$ cat src/rtl/fatores_recompositor_engine_pkg.sv
// Shared definitions for the factor recomposition engine: slot count, the
// "no factor" fill value used by the factorizer, default widths and FSM states.
package fatores_recompositor_engine_pkg;

  localparam int NUM_SLOTS  = 4;
  localparam int DEF_WIDTH  = 16;
  localparam int DEF_EXP_W  = 4;
  localparam int EMPTY_CODE = 88;

  typedef enum logic [1:0] {
    ST_IDLE = 2'd0,
    ST_NEXT = 2'd1,
    ST_MUL  = 2'd2,
    ST_DONE = 2'd3
  } state_t;

endpackage

$ cat src/rtl/fatores_recompositor_engine_shift_add_mul.sv
// Sequential LSB-first shift-add multiplier. A start pulse loads the operands;
// the next WIDTH cycles each add one partial product. done is high during the
// final step and product then shows the completed result combinationally, so
// the caller can capture it on the same edge that retires the last step.
module fatores_recompositor_engine_shift_add_mul #(
  parameter int WIDTH = 16
) (
  input  logic               clk,
  input  logic               reset,
  input  logic               start,
  input  logic [WIDTH-1:0]   mcand,
  input  logic [WIDTH-1:0]   mplier,
  output logic               busy,
  output logic               done,
  output logic [2*WIDTH-1:0] product
);

  localparam int CNT_W = (WIDTH > 1) ? $clog2(WIDTH) : 1;

  logic [2*WIDTH-1:0] mc_q;
  logic [2*WIDTH-1:0] prod_q;
  logic [WIDTH-1:0]   mp_q;
  logic [CNT_W-1:0]   step_q;
  logic               busy_q;

  assign busy    = busy_q;
  assign done    = busy_q && (step_q == CNT_W'(WIDTH - 1));
  assign product = prod_q + (mp_q[0] ? mc_q : '0);

  // Operand load on start, then one shift-add step per cycle while busy.
  always_ff @(posedge clk or posedge reset) begin
    if (reset) begin
      mc_q   <= '0;
      prod_q <= '0;
      mp_q   <= '0;
      step_q <= '0;
      busy_q <= 1'b0;
    end else if (start) begin
      mc_q   <= {{WIDTH{1'b0}}, mcand};
      prod_q <= '0;
      mp_q   <= mplier;
      step_q <= '0;
      busy_q <= 1'b1;
    end else if (busy_q) begin
      prod_q <= product;
      mc_q   <= mc_q << 1;
      mp_q   <= mp_q >> 1;
      step_q <= step_q + CNT_W'(1);
      if (done) busy_q <= 1'b0;
    end
  end

endmodule

$ cat src/rtl/fatores_recompositor_engine.sv
// Factor recomposition engine: rebuilds p0^e0 * p1^e1 * p2^e2 * p3^e3 by
// repeated shift-add multiplication, skipping slots holding 0, 1 or the
// factorizer's empty code. Stops early on the first product that overflows.
// Build option PRODUCT_SAT_EN: saturate out to all ones on overflow; without
// it out carries the low bits of the overflowing partial product.
module fatores_recompositor_engine
  import fatores_recompositor_engine_pkg::*;
#(
  parameter int WIDTH = DEF_WIDTH,
  parameter int EXP_W = DEF_EXP_W
) (
  input  logic             clk,
  input  logic             reset,
  input  logic             start,
  input  logic [WIDTH-1:0] p0,
  input  logic [WIDTH-1:0] p1,
  input  logic [WIDTH-1:0] p2,
  input  logic [WIDTH-1:0] p3,
  input  logic [EXP_W-1:0] e0,
  input  logic [EXP_W-1:0] e1,
  input  logic [EXP_W-1:0] e2,
  input  logic [EXP_W-1:0] e3,
  output logic             ready,
  output logic [WIDTH-1:0] out,
  output logic             overflow
);

  state_t             state_q, state_d;
  logic [WIDTH-1:0]   p_q [NUM_SLOTS];
  logic [EXP_W-1:0]   e_q [NUM_SLOTS];
  logic [WIDTH-1:0]   acc_q;
  logic [2:0]         slot_q;
  logic [EXP_W-1:0]   cnt_q;
  logic               ovf_q;
  logic [WIDTH-1:0]   out_q;
  logic               overflow_q;

  logic [1:0]         slot_idx;
  logic               slot_end;
  logic               cur_unused;
  logic               advance;
  logic               mul_start;
  logic               mul_busy;
  logic               mul_done;
  logic               prod_hi_nz;
  logic [2*WIDTH-1:0] mul_prod;
  logic [WIDTH-1:0]   done_val;

  assign slot_idx   = slot_q[1:0];
  assign slot_end   = (slot_q == 3'(NUM_SLOTS));
  assign cur_unused = (p_q[slot_idx] == WIDTH'(EMPTY_CODE)) || (p_q[slot_idx] <= WIDTH'(1));
  assign prod_hi_nz = |mul_prod[2*WIDTH-1:WIDTH];

  assign ready    = (state_q == ST_IDLE);
  assign out      = out_q;
  assign overflow = overflow_q;

`ifdef PRODUCT_SAT_EN
  assign done_val = ovf_q ? {WIDTH{1'b1}} : acc_q;
`else
  assign done_val = acc_q;
`endif

  fatores_recompositor_engine_shift_add_mul #(.WIDTH(WIDTH)) u_mul (
    .clk     (clk),
    .reset   (reset),
    .start   (mul_start),
    .mcand   (acc_q),
    .mplier  (p_q[slot_idx]),
    .busy    (mul_busy),
    .done    (mul_done),
    .product (mul_prod)
  );

  // State register.
  always_ff @(posedge clk or posedge reset) begin
    if (reset) state_q <= ST_IDLE;
    else       state_q <= state_d;
  end

  // Next-state decode plus slot-advance and multiplier-launch strobes.
  always_comb begin
    state_d   = state_q;
    advance   = 1'b0;
    mul_start = 1'b0;
    case (state_q)
      ST_IDLE: if (start) state_d = ST_NEXT;
      ST_NEXT: begin
        if (slot_end) begin
          state_d = ST_DONE;
        end else if ((cnt_q == '0) || cur_unused) begin
          advance = 1'b1;
        end else begin
          mul_start = 1'b1;
          state_d   = ST_MUL;
        end
      end
      ST_MUL:  if (mul_busy && mul_done) state_d = prod_hi_nz ? ST_DONE : ST_NEXT;
      ST_DONE: state_d = ST_IDLE;
      default: state_d = ST_IDLE;
    endcase
  end

  // Operand capture, slot/exponent sequencing, accumulator and result registers.
  always_ff @(posedge clk or posedge reset) begin
    if (reset) begin
      for (int i = 0; i < NUM_SLOTS; i++) begin
        p_q[i] <= '0;
        e_q[i] <= '0;
      end
      acc_q      <= '0;
      slot_q     <= '0;
      cnt_q      <= '0;
      ovf_q      <= 1'b0;
      out_q      <= '0;
      overflow_q <= 1'b0;
    end else begin
      case (state_q)
        ST_IDLE: if (start) begin
          p_q[0] <= p0;
          p_q[1] <= p1;
          p_q[2] <= p2;
          p_q[3] <= p3;
          e_q[0] <= e0;
          e_q[1] <= e1;
          e_q[2] <= e2;
          e_q[3] <= e3;
          acc_q  <= WIDTH'(1);
          slot_q <= '0;
          cnt_q  <= e0;
          ovf_q  <= 1'b0;
        end
        ST_NEXT: if (advance) begin
          slot_q <= slot_q + 3'd1;
          cnt_q  <= (slot_q < 3'(NUM_SLOTS - 1)) ? e_q[slot_idx + 2'd1] : '0;
        end
        ST_MUL: if (mul_busy && mul_done) begin
          acc_q <= mul_prod[WIDTH-1:0];
          if (prod_hi_nz) ovf_q <= 1'b1;
          else            cnt_q <= cnt_q - EXP_W'(1);
        end
        ST_DONE: begin
          out_q      <= done_val;
          overflow_q <= ovf_q;
        end
        default: ;
      endcase
    end
  end

endmodule

$ cat config.mk
export PLATFORM = sky130hd
export DESIGN_NAME = fatores_recompositor_engine
export DESIGN_NICKNAME = d
export VERILOG_FILES = /design/src/rtl/fatores_recompositor_engine_pkg.sv /design/src/rtl/fatores_recompositor_engine_shift_add_mul.sv /design/src/rtl/fatores_recompositor_engine.sv
export SDC_FILE = /design/constraint.sdc
export NUM_CORES = 1
export LEC_CHECK = 0
export BUFFER_PORTS_ARGS = -buffer_cell sky130_fd_sc_hd__buf_4
export CORE_MARGIN = 3
export CORE_UTILIZATION = 50
export DETAILED_ROUTE_END_ITERATION = 16
export HOLD_SLACK_MARGIN = 0.12
export PLACE_DENSITY = 0.73
export SYNTH_ARGS = -nofsm -noshare
export SYNTH_HDL_FRONTEND = slang
export SYNTH_SLANG_ARGS = --single-unit
$ cat constraint.sdc
create_clock -name clk -period 8.4 [get_ports clk]
set_input_delay 0.42 -clock clk [delete_from_list [all_inputs] [get_ports clk]]
set_output_delay 0.42 -clock clk [all_outputs]
set_load 0.02 [all_outputs]
==> reports/results.ini, run 1 <==
[synthesis]
yosys.area.top_type_share_pct=46.30
yosys.area_share.simple_pct=11.51
synth-compound-area-share_pct=11.88
synthMuxAreaShare_pct=20.41
yosys.area.top_type=dfrtp_1
synth.avg_cell_area_um2=10.90
synth_xor_area_share_pct=2.337
synthCells=1031
ys_top_cells_by_area=dfrtp_1 46%, mux2_2 9.8%, mux2i_1 6.3%
synth_fp_nets=1155
ys_async_sr_fraction_pct=100.0
synth_fa_ha_area_share_pct=4.630
synth_area_um2=11240
synth_edf_count=0
ys_seq_area_share_pct=46.30
synth_top_family_by_area=multiplexers
ys_ff_latch=208
ys_types=67
yosys_warnings=0
ys.flop_type=dfrtp_1

[die]
rows=54
ios=101
die_y_um=155.9
dieArea_um2=24320
die_w_um=155.9
initial_core_util_pct=51.19
coreArea_um2=21960

[worst_setup_path]
critPathBufInv=1
crit_family=compound AO/OA/AOI/OAI gates
critPathLaunchType=flop
cp-end-kind=flop
critical_path_class=reg2reg
cp_max_fo=33
reg2regPathDepth=14
crit_cells=14
cp_slowest_cell=dfrtp_1
regToRegSetupSlack_ps=3680
arrival_ps=5120
rr_startpoint=u_mul.mp_q[0]
required_ps=8800
regToRegEndpoint=cnt_q[3]
worstPathCellList=and2_1, ha_1, inv_1, fa_1, nand2b_1, a21oi_1, o21ai_1, a2111oi_4, mux2i_1, o31a_1, and4b_1, a31oi_1, and4bb_4, mux2_4
cpPeakStageDelay_ps=900

[clock_network]
clock_path_buffers=3
cts_tree=done
cts_root_buffer=clkbuf_16
ctsResizeCount=0
cts_sinks=208
htree_levels=1
insertion_delay_ps=530
cts_buffers=23
clkTransAtPathRegs_ps=60

[power]
power_leakage_nw=6.566
power.density_nw_per_um2=287.4
total_power_mw=3.876
ir_drop_mv=0.2774

[timing]
relSlewSlack_pct=25.56
hold_slack_ps=48.96
fmax_ghz=0.2119
tns_ps=0
hold_viol=0
finalCriticalPeriod_ps=4720
finalMaxSlewViolations=0
fin_ws_ps=3680
finalCritPeriodShare_pct=56.19
setup-violations-final=0
tightest_slew_ps=1117
grt_setup_unrepaired=false
finClkSkew_ps=12.16

[route]
highest_layer=met4
ant_nets=0
wirelength_mm=25.52
wl_met1_mm=11.44
vias=8229
avgViaCountPerCell=5.671
drtIter0Drc=438
met2_length_mm=12.43
drcViolationCount=0
route.met3.wl_mm=1.091
firstDrtPassIters=5
wl_per_cell_um=17.59

[final_layout]
fin_util_pct=61.41
synthToLayoutAreaGrowth_pct=19.97
drive_gt1_share_pct=24.10
stdcell_count=1451
fillers=1732
fin_area_um2=13490
multi_input_area_um2=5719
regArea_um2=5209
nets=1278

[global_routing]
antenna_found_initial=1
grt_max_degree=132
gr-total-overflow=0
grt_first_pass_wirelength_mm=42.89
first_global_vias=8540
track_usage_pct=21.32

[placed_design]
place_congestion=0.8864
dpl.cell_count=1358
buffer_ports.inserted=100
hpwl_mm=16.63
place_ws_ps=3713
placed_area_um2=12170

[run_status]
status=finished clean

[flow_run]
maxCapViolCount=0

[worst_hold_path]
hp-class=in2async

[kinds of logic after synthesis]
| family | after synthesis |
|---|---|
| XOR/XNOR | 30 |
| buffers and inverters | 83 |
| multiplexers | 191 |
| AO/OA/AOI/OAI | 204 |
| AND/OR/NAND/NOR | 274 |
| adder cells (fa/ha/maj) | 41 |
| flip-flops | 208 |
[Yosys cell counts (all sizes together) (11+ instances only)]
| master | instances |
|---|---|
| a211oi | 11 |
| a21o | 12 |
| a22o | 14 |
| nand3 | 11 |
| mux4 | 20 |
| and2 | 34 |
| nor3 | 14 |
| buf | 11 |
| xor2 | 17 |
| a21oi | 50 |
| nand2 | 92 |
| mux2 | 100 |
| o21ai | 66 |
| xnor2 | 13 |
| mux2i | 71 |
| ha | 40 |
| dfrtp | 208 |
| inv | 23 |
| clkbuf | 48 |
| nor2 | 83 |
[report_power, final]
group          switching (mW)  internal [mW]  total [mW]  leakage (nW)
combinational           0.650          0.634        1.28          3.50
clock                   0.411          0.640        1.05         0.389
sequential              0.217           1.33        1.54          2.67
total                    1.28           2.60        3.88          6.57
[per-layer routing]
metal	global-route usage, %	vias up
met2	36.47	163
met3	4.161	42
met1	28.03	4074
li1	-	3950
met5	0	-
met4	5.509	0
[placed cells by master (no fill, tap or decap), drive strengths merged, types with 4 or more instances in the layout]
master         n
o211ai         8
ha            40
or3            6
a31oi          8
a22o          14
a2111oi        4
mux2         100
a21oi         50
xor2          17
nor3          14
inv           24
xnor2         13
buf          106
nor4           5
and4           4
mux4          20
mux2i         71
a21o          12
dfrtp        208
and2          34
nand2         92
dlygate4sd3   51
a22oi          4
nor2          83
a211oi        11
nand4         10
nand3         11
o21a           4
clkbuf        36
o21ai         66
[flip-flops by register name, summed over array words and instances (netlist names), 2 cells and up]
signal,flops
p_q,64
u_mul.mc_q,32
u_mul.prod_q,32
acc_q,16
e_q,16
out,16
u_mul.mp_q,16
cnt_q,4
u_mul.step_q,4
slot_q,3
state_q,2
[timing repair]
action / CTS / global route
buffers inserted: 0 / 0
hold buffers: 50 / 1
hold endpoints to repair: 50 / 1
[worst max path at each step]
stage | endpoint | start | slack (ps)
final | cnt_q[3] | u_mul.mp_q[0] | 3680
after CTS | cnt_q[3] | u_mul.mp_q[0] | 3680
after global routing | cnt_q[3] | u_mul.mp_q[0] | 3380
after detailed placement | cnt_q[3] | u_mul.mp_q[0] | 3710
after floorplan | acc_q[0] | reset | 2300
after global placement | cnt_q[3] | u_mul.mp_q[0] | 3840
[final cells by class]
type	count	share of cell area, %
diodes	1	0.01856
clock inverters	5	0.7144
inverters	24	0.7237
well taps	280	2.598
repair buffers	157	9.686
multi-input cells	740	42.41
clock buffers	36	5.224
flip-flops and latches	208	38.63
Note: power is estimated with default switching activity, not from simulation.
==> inputs of run 2 (changes only) <==
- ABC_AREA: not set -> 1
- PLACE_DENSITY: 0.73 -> 0.75
- clock period: 8.4 -> 4.3 ns (I/O delays scaled with it)
==> reports/results.ini, run 2 <==
[route]
drcViolationCount=0
wl_per_cell_um=15.52
avgViaCountPerCell=5.217
vias=10664
wirelength_mm=31.72
drtIter0Drc=649
firstDrtPassIters=5
ant_nets=0

[worst_setup_path]
regToRegEndpoint=cnt_q[3]
critPathLaunchType=flop
regToRegSetupSlack_ps=890
cp-end-kind=flop
critical_path_class=reg2reg
required_ps=4730
cp_max_fo=33
rr_startpoint=u_mul.mp_q[0]
arrival_ps=3840
reg2regPathDepth=22

[die]
ios=101
rows=56
initial_core_util_pct=51.09
die_w_um=161.1
coreArea_um2=23540
dieArea_um2=25950
die_y_um=161.1

[synthesis]
yosys_warnings=0
yosys.area.top_type=dfrtp_1
ys_top_cells_by_area=dfrtp_1 43%, nand2_1 15%, inv_1 7.8%
synth_area_um2=12030
synth_edf_count=0
synth.avg_cell_area_um2=7.751
ys_async_sr_fraction_pct=100.0
synth_top_family_by_area=simple AND/OR/NAND/NOR gates
synthMuxAreaShare_pct=7.208
ys_seq_area_share_pct=43.27
yosys.area.top_type_share_pct=43.27
yosys.area_share.simple_pct=24.32
synth_commonest_cells=471 x nand2_1, 249 x inv_1, 208 x dfrtp_1
ys.flop_type=dfrtp_1
post-synth-top-count-cell=nand2_1
synth_fa_ha_area_share_pct=4.327
ys_types=41
synth_xor_area_share_pct=1.311
ys_ff_latch=208
synthCells=1552
synth-compound-area-share_pct=9.185
synth_fp_nets=1676

[timing]
fmax_ghz=0.2933
hold_viol=0
setup-violations-final=0
finalCritPeriodShare_pct=79.29
finClkSkew_ps=18.98
tns_ps=0
finalCriticalPeriod_ps=3409
tightest_slew_ps=1132
grt_setup_unrepaired=false
finalMaxSlewViolations=0
relSlewSlack_pct=24.53
hold_slack_ps=213.1

[worst_hold_path]
hp-start=start
holdPathStages=5
hp-class=in2reg
hold_path_end=state_q[0]

[run_status]
status=finished clean

[clock_network]
cts_sinks=208
cts_root_buffer=clkbuf_16
ctsResizeCount=0
htree_levels=1
clkTransAtPathRegs_ps=60
insertion_delay_ps=550
clock_path_buffers=3
holdBufCountCts=81
cts_buffers=24
cts_tree=done
postCtsSetupRepairBufs=0

[global_routing]
grt_max_degree=96
first_global_vias=10781
grt_first_pass_wirelength_mm=53.31
track_usage_pct=24.77
antenna_found_initial=0
gr-total-overflow=0

[power]
power_leakage_nw=7.929
total_power_mw=10.50
ir_drop_mv=0.4537
power.density_nw_per_um2=716.6

[final_layout]
fillers=2012
drive_gt1_share_pct=13.74
diodes=0
nets=1834
largest_registers=p_q x64, u_mul.mc_q x32, u_mul.prod_q x32
stdcell_count=2044
largest_reg_flops=64
synthToLayoutAreaGrowth_pct=21.79
top_register=p_q
layout_commonest_cell=nand2_1
final_cell_mix=470 x nand2_1, 248 x inv_1, 207 x dfrtp_1, 131 x nand3_1, 109 x buf_4

[flow_run]
maxCapViolCount=0

[placed_design]
place_congestion=0.9302
buffer_ports.inserted=100
hpwl_mm=21.54
dpl.cell_count=1922

[run 2: changes by cell type in the layout (fill, tap and decap cells not counted), moves of 21 or more]
cell	before	now
nand3_1	10	131
dlygate4sd3_1	51	81
mux2_2	98	77
inv_1	22	248
mux2i_1	71	0
nand2_1	91	470
and2_1	34	3
[run 2: cell families after synthesis]
group / count (synthesis)
and+or+nand+nor: 709
buffers and inverters: 311
DFF: 208
AOI/OAI and AO/OA: 188
muxes: 77
adders and majority gates: 41
xor gates and xnor gates: 18
[run 2: final cells by class]
class                      instances  area (µm²)  share of cell area [%]
inverter                         252       952.2                   6.499
tap                              319       399.1                   2.724
sequential                       208        5206                   35.54
clock inverter                     5       125.1                  0.8540
clock buffer                      36       735.7                   5.022
multi-input combinational       1033        5583                   38.11
timing repair buffer             191        1649                   11.26
[run 2: worst max-delay path by stage]
stage,from,to,slack [ps],cells past startpoint
4_1_cts,u_mul.mp_q[0],cnt_q[3],900,22
2_1_floorplan,reset,acc_q[0],1380,1
5_1_grt,u_mul.mp_q[0],cnt_q[2],510,22
3_3_place_gp,u_mul.mp_q[0],cnt_q[0],990,22
3_5_place_dp,u_mul.mp_q[0],cnt_q[3],900,22
6_report,u_mul.mp_q[0],cnt_q[3],890,22
[run 2: report_power, final]
group          internal (mW)  switching [mW]
Clock                   1.36           0.841
Sequential              2.87           0.608
Combinational           1.91            2.91
Total                   6.14            4.36
[run 2: metrics by stage]
stage	setup slack (ps)	util (%)	instance area, µm²
2_1_floorplan	1385	-	12030
3_3_place_gp	990.1	55.13	12980
3_5_place_dp	900.1	55.13	12980
4_1_cts	903.8	62.23	14650
5_1_grt	505.6	62.23	14650
6_report	890.6	62.23	14650
[run 2: critical path: stages (launching register included)]
cell and delay, ps:
dfrtp_1 320, buf_4 330, nand2_1 90, inv_1 60, ha_1 200, inv_1 70
fa_1 400, inv_1 130, nand3_1 80, nand3_1 160, nand2_1 70, nand2_1 150
nand3_1 130, nand3_1 90, nand2_1 90, nor2_1 110, nand2_1 70, nor2_1 150
nand3_1 150, nand2_1 210, nand2_2 110, nand2_1 80, nand2_1 60
[run 2: metal layers]
metal | global-route usage (%) | up-vias | part of all wire, %
met5 | 0 | - | 0
met4 | 8.017 | 0 | 3.6
met3 | 3.924 | 83 | 5.2
met2 | 43.43 | 309 | 49
met1 | 31.49 | 5032 | 43
li1 | - | 5240 | -
